### src/rtl/memoria_pkg.sv
// +----------------------------------------------------------------------------+
// | memoria_pkg                                                                 |
// | Shared sizes, reset image function and empty-word constant for the         |
// | instruction memory.                                                        |
// | Revision: 1.0                                                              |
// +----------------------------------------------------------------------------+
`default_nettype none

package memoria_pkg;

  localparam int MEM_DATA_WIDTH = 16;
  localparam int MEM_ADDR_WIDTH = 4;
  localparam int MEM_DEPTH      = 16;

  // Same value the fetch FIFO uses for an empty slot.
  localparam logic [15:0] ZERO_WORD = 16'h0000;

  function automatic logic [15:0] DEFAULT_PROGRAM(input logic [31:0] index);
    return {4'h0, index[3:0], 4'h0, index[3:0]};
  endfunction

endpackage

`default_nettype wire

### src/rtl/memoria_imagem_padrao.sv
// +----------------------------------------------------------------------------+
// | memoria_imagem_padrao                                                      |
// | Combinational ROM returning the default program word for one index.       |
// | Revision: 1.0                                                              |
// +----------------------------------------------------------------------------+
`default_nettype none

module memoria_imagem_padrao
  import memoria_pkg::*;
#(
  parameter int DATA_WIDTH = MEM_DATA_WIDTH,
  parameter int ADDR_WIDTH = MEM_ADDR_WIDTH
) (
  input  logic [ADDR_WIDTH-1:0] index,
  output logic [DATA_WIDTH-1:0] word
);

  logic [31:0] w_index_ext;

  assign w_index_ext = 32'(index);
  assign word        = DATA_WIDTH'(DEFAULT_PROGRAM(w_index_ext));

endmodule

`default_nettype wire

### src/rtl/memoria_de_instrucoes.sv
// +----------------------------------------------------------------------------+
// | memoria_de_instrucoes                                                      |
// | Single-port instruction memory, synchronous read with registered Q,        |
// | reset reloads the default program. MEMORIA_WRITE_FIRST_EN selects          |
// | write-first forwarding instead of read-first.                              |
// | Revision: 1.0                                                              |
// +----------------------------------------------------------------------------+
`default_nettype none

module memoria_de_instrucoes
  import memoria_pkg::*;
#(
  parameter int DATA_WIDTH = MEM_DATA_WIDTH,
  parameter int ADDR_WIDTH = MEM_ADDR_WIDTH,
  parameter int DEPTH      = MEM_DEPTH
) (
  input  logic                  Clock,
  input  logic                  Reset,
  input  logic                  Wren,
  input  logic [ADDR_WIDTH-1:0] Address,
  input  logic [DATA_WIDTH-1:0] Din,
  output logic [DATA_WIDTH-1:0] Q
);

  localparam int                  c_IDX_W = (DEPTH > 1) ? $clog2(DEPTH) : 1;
  localparam logic [ADDR_WIDTH:0] c_DEPTH = (ADDR_WIDTH + 1)'(DEPTH);

  logic [DATA_WIDTH-1:0] r_mem [DEPTH];
  logic [DATA_WIDTH-1:0] r_q;
  logic [DATA_WIDTH-1:0] w_image [DEPTH];
  logic                  w_in_range;
  logic [c_IDX_W-1:0]    w_idx;

  // Addresses at or beyond DEPTH neither read nor write storage.
  assign w_in_range = ({1'b0, Address} < c_DEPTH);
  assign w_idx      = c_IDX_W'(Address);

  generate
    for (genvar g = 0; g < DEPTH; g++) begin : g_reset_image
      memoria_imagem_padrao #(
        .DATA_WIDTH (DATA_WIDTH),
        .ADDR_WIDTH (ADDR_WIDTH)
      ) u_imagem (
        .index (ADDR_WIDTH'(g)),
        .word  (w_image[g])
      );
    end
  endgenerate

  always_ff @(posedge Clock) begin
    if (Reset) begin
      for (int i = 0; i < DEPTH; i++) begin
        r_mem[i] <= w_image[i];
      end
    end else if (Wren && w_in_range) begin
      r_mem[w_idx] <= Din;
    end
  end

  always_ff @(posedge Clock) begin
    if (Reset) begin
      r_q <= DATA_WIDTH'(ZERO_WORD);
    end else if (!w_in_range) begin
      r_q <= DATA_WIDTH'(ZERO_WORD);
    end else begin
`ifdef MEMORIA_WRITE_FIRST_EN
      r_q <= Wren ? Din : r_mem[w_idx];
`else
      r_q <= r_mem[w_idx];
`endif
    end
  end

  assign Q = r_q;

endmodule

`default_nettype wire

### config.mk
export PLATFORM = sky130hd
export DESIGN_NAME = memoria_de_instrucoes
export DESIGN_NICKNAME = d
export VERILOG_FILES = /design/src/rtl/memoria_pkg.sv /design/src/rtl/memoria_imagem_padrao.sv /design/src/rtl/memoria_de_instrucoes.sv
export SDC_FILE = /design/constraint.sdc
export NUM_CORES = 1
export LEC_CHECK = 0
export CAP_MARGIN = 25
export CELL_PAD_IN_SITES_DETAIL_PLACEMENT = 1
export CELL_PAD_IN_SITES_GLOBAL_PLACEMENT = 1
export CORE_AREA = 5 5 162 164
export DETAILED_ROUTE_END_ITERATION = 6
export DIE_AREA = 0 0 167 169
export PLACE_DENSITY = 0.85
export SYNTH_ARGS = -nofsm -noshare
export SYNTH_HDL_FRONTEND = slang
export SYNTH_SLANG_ARGS = --single-unit
### constraint.sdc
create_clock -name Clock -period 2.1 [get_ports Clock]
set_clock_uncertainty 0.15 [all_clocks]
set_input_delay 0.21 -clock Clock [delete_from_list [all_inputs] [get_ports Clock]]
set_output_delay 0.21 -clock Clock [all_outputs]
set_load 0.02 [all_outputs]
==> results, run 1 <==
- The total number of placement rows is 58.
- The startpoint class of the critical path is a primary input.
- TritonCTS built the clock tree.
- The post-synthesis register bit count is 272.
- Once detailed placement completed, the half-perimeter wirelength came to 23,110 um.
- Setup repair after global routing left no endpoint under its margin.
- The warning count from the yosys run is 0.
- Of the cells placed in the final design, the portion with a size suffix greater than 1 is 0.2412.
- Dividing the final minimum period by the clock period gives 0.9616.
- Counting I/O delays and the setup requirement, the final critical path takes 2.019 ns.
- From left edge to right edge, the die measures 167 um.
- The type of the setup path with the least slack is primary input to register.
- The largest area contributor in the synthesized netlist is edfxtp_1.
- After synthesis, the share of flip-flops with an asynchronous set or reset is 0.
- The global routing usage on met3 is 0.04064.
- The kind of path behind the tightest hold check is primary input to register.
- The count of buffers added on input and output ports is 38.
- In this run, CTS created clock tree buffers numbering 28.
- The register clock-pin slew on the reported worst setup and hold paths is 0.06 ns.
- The number of antenna violations at the first check in global routing is 2.
- In the routed design, unresolved DRC markers number 0.
- The worst relative slew slack is 0.4712.
- The count of H-tree levels built during CTS is 1.
- For the pin with the worst max-slew slack, the measured transition is 0.7924 ns.
- The sink count of the clock tree is 272.
- The number of buffers on the longest clock path is 3.
- Global routing finished with a remaining overflow of 0.
- The largest net degree at the start of global routing is 27.
- The synthesized area divided by synthesized cell count is 15.05 sq um.
- The via count of the first global-routing pass came to 7,990.
- Following the worst setup path forward leads to its endpoint at r_mem[9][2].
- The final net count is 914.
- The library cell used most frequently in the layout, excluding fill and tap cells, is edfxtp_1.
- The share of the Yosys chip area taken by registers is 0.6583.
- The area of the die is 28,220 sq um.
- The worst register-to-register path has a setup slack of 0.40 ns.
- The worst-case IR drop observed on VDD is 0.4309 mV.
- The detailed-route wire length is 35,280 um.
- After detailed routing, the average wire length per cell comes to 28.38 um.
- The synthesized netlist net count is 831.
- The met1 demand-to-capacity share in global routing is 0.3239.
- The highest net fanout along the worst path is 16.
- STA puts the critical path data arrival time at 2.06 ns.
- The overall global routing resource usage is 0.2467.
- The fraction of synthesized cell area taken by the top area cell type is 0.6320.
- For met2 alone, demand over resource in global routing was 0.4250.
- In this run the remaining antenna-violating nets after routing total 0.
- Power comes to 0.01234 W.
- For the worst setup path, the data required time is 2.14 ns.
- The most used routing layer in global routing is met2.
- The flow ran to the end, and the final reports show no timing, DRC or antenna violations.
- The relative area change from synthesis to final layout is 17.85%.
- The starting density of the core is 0.4916.
- The number of optimization iterations in the first detailed-route pass is 5.
- Counting every instance in the synthesized netlist gives 808.
- The root buffer cell is clkbuf_16.
- The count of final hold-check violations is 0.
- After clock tree synthesis, the flow added hold-fix buffers numbering 0.
- Including well taps, the total number of placed cells is 1,191.
- Tracing the worst setup path back leads to its startpoint at Reset.
- The clock insertion delay at the later pin of the skew report is 0.56 ns.
- The first routing iteration left 850 violations.
- The most frequently used flop master after synthesis is edfxtp_1.
- The first global-routing pass estimated 52,460 um of wire.
- Ranked by total cell area, the synthesized netlist is headed by edfxtp_1 (63%), and2_1 (9.9%), mux4_2 (5.9%), mux2_2 (3.0%), or3_1 (2.9%).
- In this run the critical register-to-register path is launched from r_mem[7][3].
- In this run the static leakage power is 5.083 nW.
- The capture point of the worst reg-to-reg path is Q[3].
- The library cells used most frequently in the layout, excluding fill and tap cells, are edfxtp_1 (256), and2_1 (192), buf_4 (75).
- The number of enable-type register cells in the synthesized netlist is 256.
- The number of cells on the worst reg-to-reg path is 4.
- The per-cell via count in the routed design is 6.006.
- The cell area power density is 861.1 nW/um^2.
- The type of destination of the critical path is a register.
- The final hold slack is 0.2000 ns.
- The vertical die dimension is 169 um.
- The finished layout holds 1,243 standard cells, fillers aside.
- Static timing analysis puts the maximum clock frequency at 495.2 MHz.
- The total count of max-transition violations in the final report is 0.
- The number of top-level design ports is 39.
- The region available for standard cell placement spans 24,750 sq um.
- Setup violations remaining at the end of the flow were counted as 0.
- The number of distinct library cell variants in the gate-level netlist after synthesis is 30.
- The global placement routability congestion is 0.8347.
- The routed layout has 7,466 vias.
- The number of maximum-capacitance constraint violations is 0.
- The summed instance area of the synthesized netlist is 12,160 sq um.
-- critical path, cell delays in order --
cell	delay, ns
clkdlybuf4s50_1	0.58
nand4bb_1	0.36
buf_4	0.24
nor2_1	0.19
or2_2	0.46
-- power breakdown --
part,internal [W],switching (W)
sequential,0.00625,0.000126
clock,0.00270,0.00211
combinational,0.000491,0.000670
total,0.00944,0.00291
-- layer usage --
layer / up-vias / wire, um
li1: 3181 / -
met2: 301 / 18040
met1: 3931 / 14180
met5: - / 0
met3: 53 / 2056
met4: 0 / 1005
-- how the worst min path moves through the flow --
stage / from / to / cells past startpoint
2_1_floorplan: Din[10] / r_mem[12][10] / 1
3_3_place_gp: r_mem[12][4] / Q[4] / 3
3_5_place_dp: r_mem[13][4] / Q[4] / 3
4_1_cts: Address[1] / r_mem[8][11] / 3
5_1_grt: Address[1] / r_mem[8][11] / 3
6_report: Address[1] / r_mem[8][11] / 3
-- flip-flops by register name (all words and copies together), names as in the netlist --
register,cells
Q,16
r_mem,256
-- cells by family after synthesis --
family,count (synthesis),synth area share
AND/OR/NAND/NOR,302,0.1585
flip-flops,272,0.6583
multiplexers,96,0.1152
buffers and inverters,74,0.02849
AO/OA/AOI/OAI,64,0.03950
-- synth_stat cells, types with 2 or more instances --
| library cell | count |
|---|---|
| and2_1 | 192 |
| nor2_1 | 10 |
| edfxtp_1 | 256 |
| buf_6 | 4 |
| or3_1 | 56 |
| o22ai_1 | 16 |
| nand4bb_1 | 2 |
| o31ai_1 | 16 |
| nand2_1 | 2 |
| dfxtp_1 | 16 |
| nand2b_1 | 11 |
| a22oi_1 | 16 |
| buf_2 | 10 |
| clkbuf_1 | 53 |
| or2_2 | 17 |
| a22o_1 | 16 |
| mux2i_1 | 32 |
| mux4_2 | 32 |
| nor3_2 | 3 |
| buf_4 | 7 |
| mux2_2 | 32 |
-- cell type report --
type	instances	area (sq um)
clock inverters	16	140.1
multi-input cells	462	3816
clock buffers	35	726.9
fillers	2286	10410
diodes	1	2.502
flip-flops and latches	272	8008
well taps	330	412.9
repair buffers	127	1229
-- metrics by stage --
| step | area [sq um] | util | setup WS, ns | setup TNS (ns) |
|---|---|---|---|---|
| 6_report | 14340 | 0.5793 | 0.08061 | 0 |
| 5_1_grt | 14330 | 0.5792 | 0.02808 | 0 |
| 4_1_cts | 14330 | 0.5792 | 0.1054 | 0 |
| 3_5_place_dp | 13460 | 0.5439 | -0.5647 | -92.76 |
| 3_3_place_gp | 13460 | 0.5439 | -0.4532 | -56.20 |
| 2_1_floorplan | 12160 | - | 0.1603 | 0 |
-- repair_timing --
item / CTS / global route
buffers inserted: 0 / 0
setup endpoints to repair: 1 / 0
resized for setup: 1 / 0
(Power assumes the default switching activity.)
==> run 2: changes to the inputs <==
--- a/config.mk
+++ b/config.mk
@@ -8,10 +8,10 @@
 export CAP_MARGIN = 25
 export CELL_PAD_IN_SITES_DETAIL_PLACEMENT = 1
 export CELL_PAD_IN_SITES_GLOBAL_PLACEMENT = 1
-export CORE_AREA = 5 5 162 164
+export CORE_AREA = 5 5 183 185
 export DETAILED_ROUTE_END_ITERATION = 6
-export DIE_AREA = 0 0 167 169
-export PLACE_DENSITY = 0.85
+export DIE_AREA = 0 0 188 190
+export PLACE_DENSITY = 0.71
 export SYNTH_ARGS = -nofsm -noshare
 export SYNTH_HDL_FRONTEND = slang
 export SYNTH_SLANG_ARGS = --single-unit
==> run 2 against run 1 <==
- core utilization decreased by 12 points
- via count decreased by 3.8%
- critical path type is now register to output pin
- sequential share of layout area decreased by 0.95 points
- largest cell class unchanged
- critical path depth decreased by 4
- register-to-register slack got worse by 0.04 ns
- global-route usage decreased by 5.5 points
- clock-buffer cell count increased by 8
- critical endpoint is now Q[8]
- non-clock buffer count increased by 13
- final area increased by 1.7%
- die area increased by 27%
- sequential power about the same
==> results, run 2 (synthesized netlist as in run 1, its figures left out) <==
- The flow ran to the end, and the final reports show no timing, DRC or antenna violations.
- Overall power consumption after layout is estimated at 0.01222 W.
- The type of destination of the critical path is an output pin.
- The register with the most flip-flops in the layout has 256 of them.
- The number of optimization iterations in the first detailed-route pass is 5.
- For this run, the number of standard cells in the final layout without fillers is 1,334.
- The slew at the pin closest to its max-slew limit is 0.5840 ns.
- Setup violations remaining at the end of the flow were counted as 0.
- The CTS tree is yes.
- The global-route wire length before repair is 50,940 um.
- In the finished design, the share of the clock period the worst path needs comes to 0.9152.
- The count of H-tree levels built during CTS is 1.
- After clock tree synthesis, the flow added hold-fix buffers numbering 0.
- The via count of the first global-routing pass was 7,733.
- Of the total power, the share spent switching nets is 0.2298.
- The count of final hold-check violations is 0.
- The global placement routability congestion is 0.8661.
- The root buffer cell is clkbuf_16.
- In the final routing, the length of wire on met1 measures 13,510 um.
- The area growth from synthesis to layout is 19.89%.
- The uppermost layer routed is met5.
- The starting density of the core is 0.3816.
- The most common cell after layout, fill and taps aside is edfxtp_1.
- Subtracting the final worst setup slack from the clock period gives 1.922 ns.
- In the detailed route, the total length drawn on met3 is 2250 um.
- The final hold slack is 0.2049 ns.
- The critical path starts at Q[8].
- Summed over all layers, the routed wires come to 34,360 um.
- The total setup buffers inserted after CTS is 0.
- The post-detailed-route count of antenna-violating nets is 0.
- The part of the power in registers is 0.520.
- Counting every sink on the clock net gives 272.
- The tightest min-delay check is of the primary input to register type.
- The critical path's top delay family is buffers and inverters.
- The diode insertion count for antenna repair is 0.
- Setup repair after global routing left no endpoint under its margin.
- After clock tree synthesis, the clock-pin slew on the worst setup and hold paths is 0.06 ns.
- Summed over all nets, wire length on met2 after detailed routing comes to 17,530 um.
- The maximum VDD drop is 0.6730 mV.
- The multi-input logic area is 3810 sq um.
- The number of buffers on the longest clock path is 3.
- The total overflow reported by the global router is 0.
- The vertical die dimension is 190 um.
- Including well taps, the total number of placed cells is 1,282.
- After the last flow step, the layout net total stands at 928.
- The top cell types in the final layout, fill and taps aside, are edfxtp_1 (256), and2_1 (192), buf_4 (81).
- The number of maximum-capacitance constraint violations is 0.
- The analysis attributes to net switching a power of 0.002808 W.
- The arrival time of the worst setup path is 1.56 ns.
- For this design, the slowest cell found on the critical path is clkdlybuf4s50_1.
- The clock reaches the later pin of the worst-skew pair after 0.54 ns.
- The die is 188 um wide.
- Summing all flip-flop and latch instances after layout gives 8008 sq um.
- The internal power consumption is 0.009410 W.
- The largest net degree at the start of global routing is 25.
- Using the TritonRoute via totals, the vias-per-cell ratio works out to 5.385.
- The worst pin sits at a relative slew slack of 0.6094.
- The initialized floorplan defines 66 standard-cell rows.
- The share of total power dissipated in the clock network is 0.381.
- Across every metal layer, demand over resource in global routing totals 0.1922.
- Port buffering added 38 buffers.
- With fillers left out, the area of the finished cells amounts to 14,580 sq um.
- The worst setup path is of the register to output pin kind.
- The total half-perimeter wirelength after legalization and detailed placement is 23,300 um.
- The worst path buffer plus inverter count is 1.
- Of the cells placed in the final design, the portion with a size suffix greater than 1 is 0.2484.
- The placed instances occupy a cell area of 13,730 sq um.
- The number of clock buffers added by TritonCTS is 29.
- The area of the die is 35,720 sq um.
- The register with the most flip-flops is r_mem.
- The cell area power density is 837.8 nW/um^2.
- Counting the fill cells in the layout gives 3,157.
- The number of antenna violations at the first check in global routing is 4.
- The highest net fanout along the worst path is 1.
- The signal on the critical path passes through clkdlybuf4s50_1.
- STA classifies the critical path startpoint as a register.
- The number of top-level design ports is 39.
- The via total after detailed routing is 7,183.
- The area of the core is 31,880 sq um.
- The number of design-rule violations left by the first detailed-router iteration is 580.
- The maximum clock frequency is 520.3 MHz.
- The total count of max-transition violations in the final report is 0.
- Of the total power, combinational logic draws 0.099.
- STA puts the critical path data required time at 1.74 ns.
- In this run the most critical hold path is launched from Address[1].
- The number of gates resized after CTS was 0.
- For this design the static power due to leakage is 5.162 nW.
- The maximum single-stage delay on the critical path is 0.64 ns.
- In this run the critical register-to-register path is launched from r_mem[6][3].
- After detailed routing, the number of remaining DRC violations is 0.
- In the final routed layout, each cell accounts on average for 25.75 um.
-- run 2: metal layers --
metal,vias to the layer above,track usage
met4,6,0.05590
li1,3202,-
met3,68,0.04294
met2,218,0.3364
met1,3689,0.2401
met5,-,0
-- run 2: through the flow --
step,setup TNS (ns),utilization,worst slack (ns)
global placement,-67.61,0.4305,-0.5984
finish,0,0.4575,0.1781
detailed placement,-81.06,0.4308,-0.3347
CTS,0,0.4575,0.1625
floorplan,0,-,0.1603
global route,0,0.4575,0.1232
-- run 2: cell type report --
type | instances | area share
Clock buffer | 43 | 0.05542
Clock inverter | 9 | 0.002917
Sequential cell | 272 | 0.5491
Timing Repair Buffer | 140 | 0.09635
Multi-Input combinational cell | 462 | 0.2612
Tap cell | 408 | 0.03500
-- run 2: worst paths after layout --
kind | to | slack [ns] | cells after the start
worst min register to register | Q[13] | 0.55 | 3
worst min-delay path | r_mem[9][11] | 0.20 | 4
worst max-delay path | Q[8] | 0.18 | 1
worst max register to register | Q[3] | 0.36 | 5
-- run 2: worst register-to-register path, stage by stage, from the launching register on --
cell and delay, ns:
edfxtp_1 0.37, mux4_2 0.56, a22oi_1 0.23, buf_4 0.13
o31ai_1 0.06, buf_4 0.15
-- run 2: power groups by stage --
stage	Sequential [W]	Combinational [W]	Clock (W)
after floorplan	0.00645	0.000548	0
after global placement	0.00644	0.00120	0
after detailed placement	0.00646	0.00121	0
after CTS	0.00635	0.00122	0.00475
after global routing	0.00638	0.00127	0.00499
final	0.00635	0.00121	0.00466
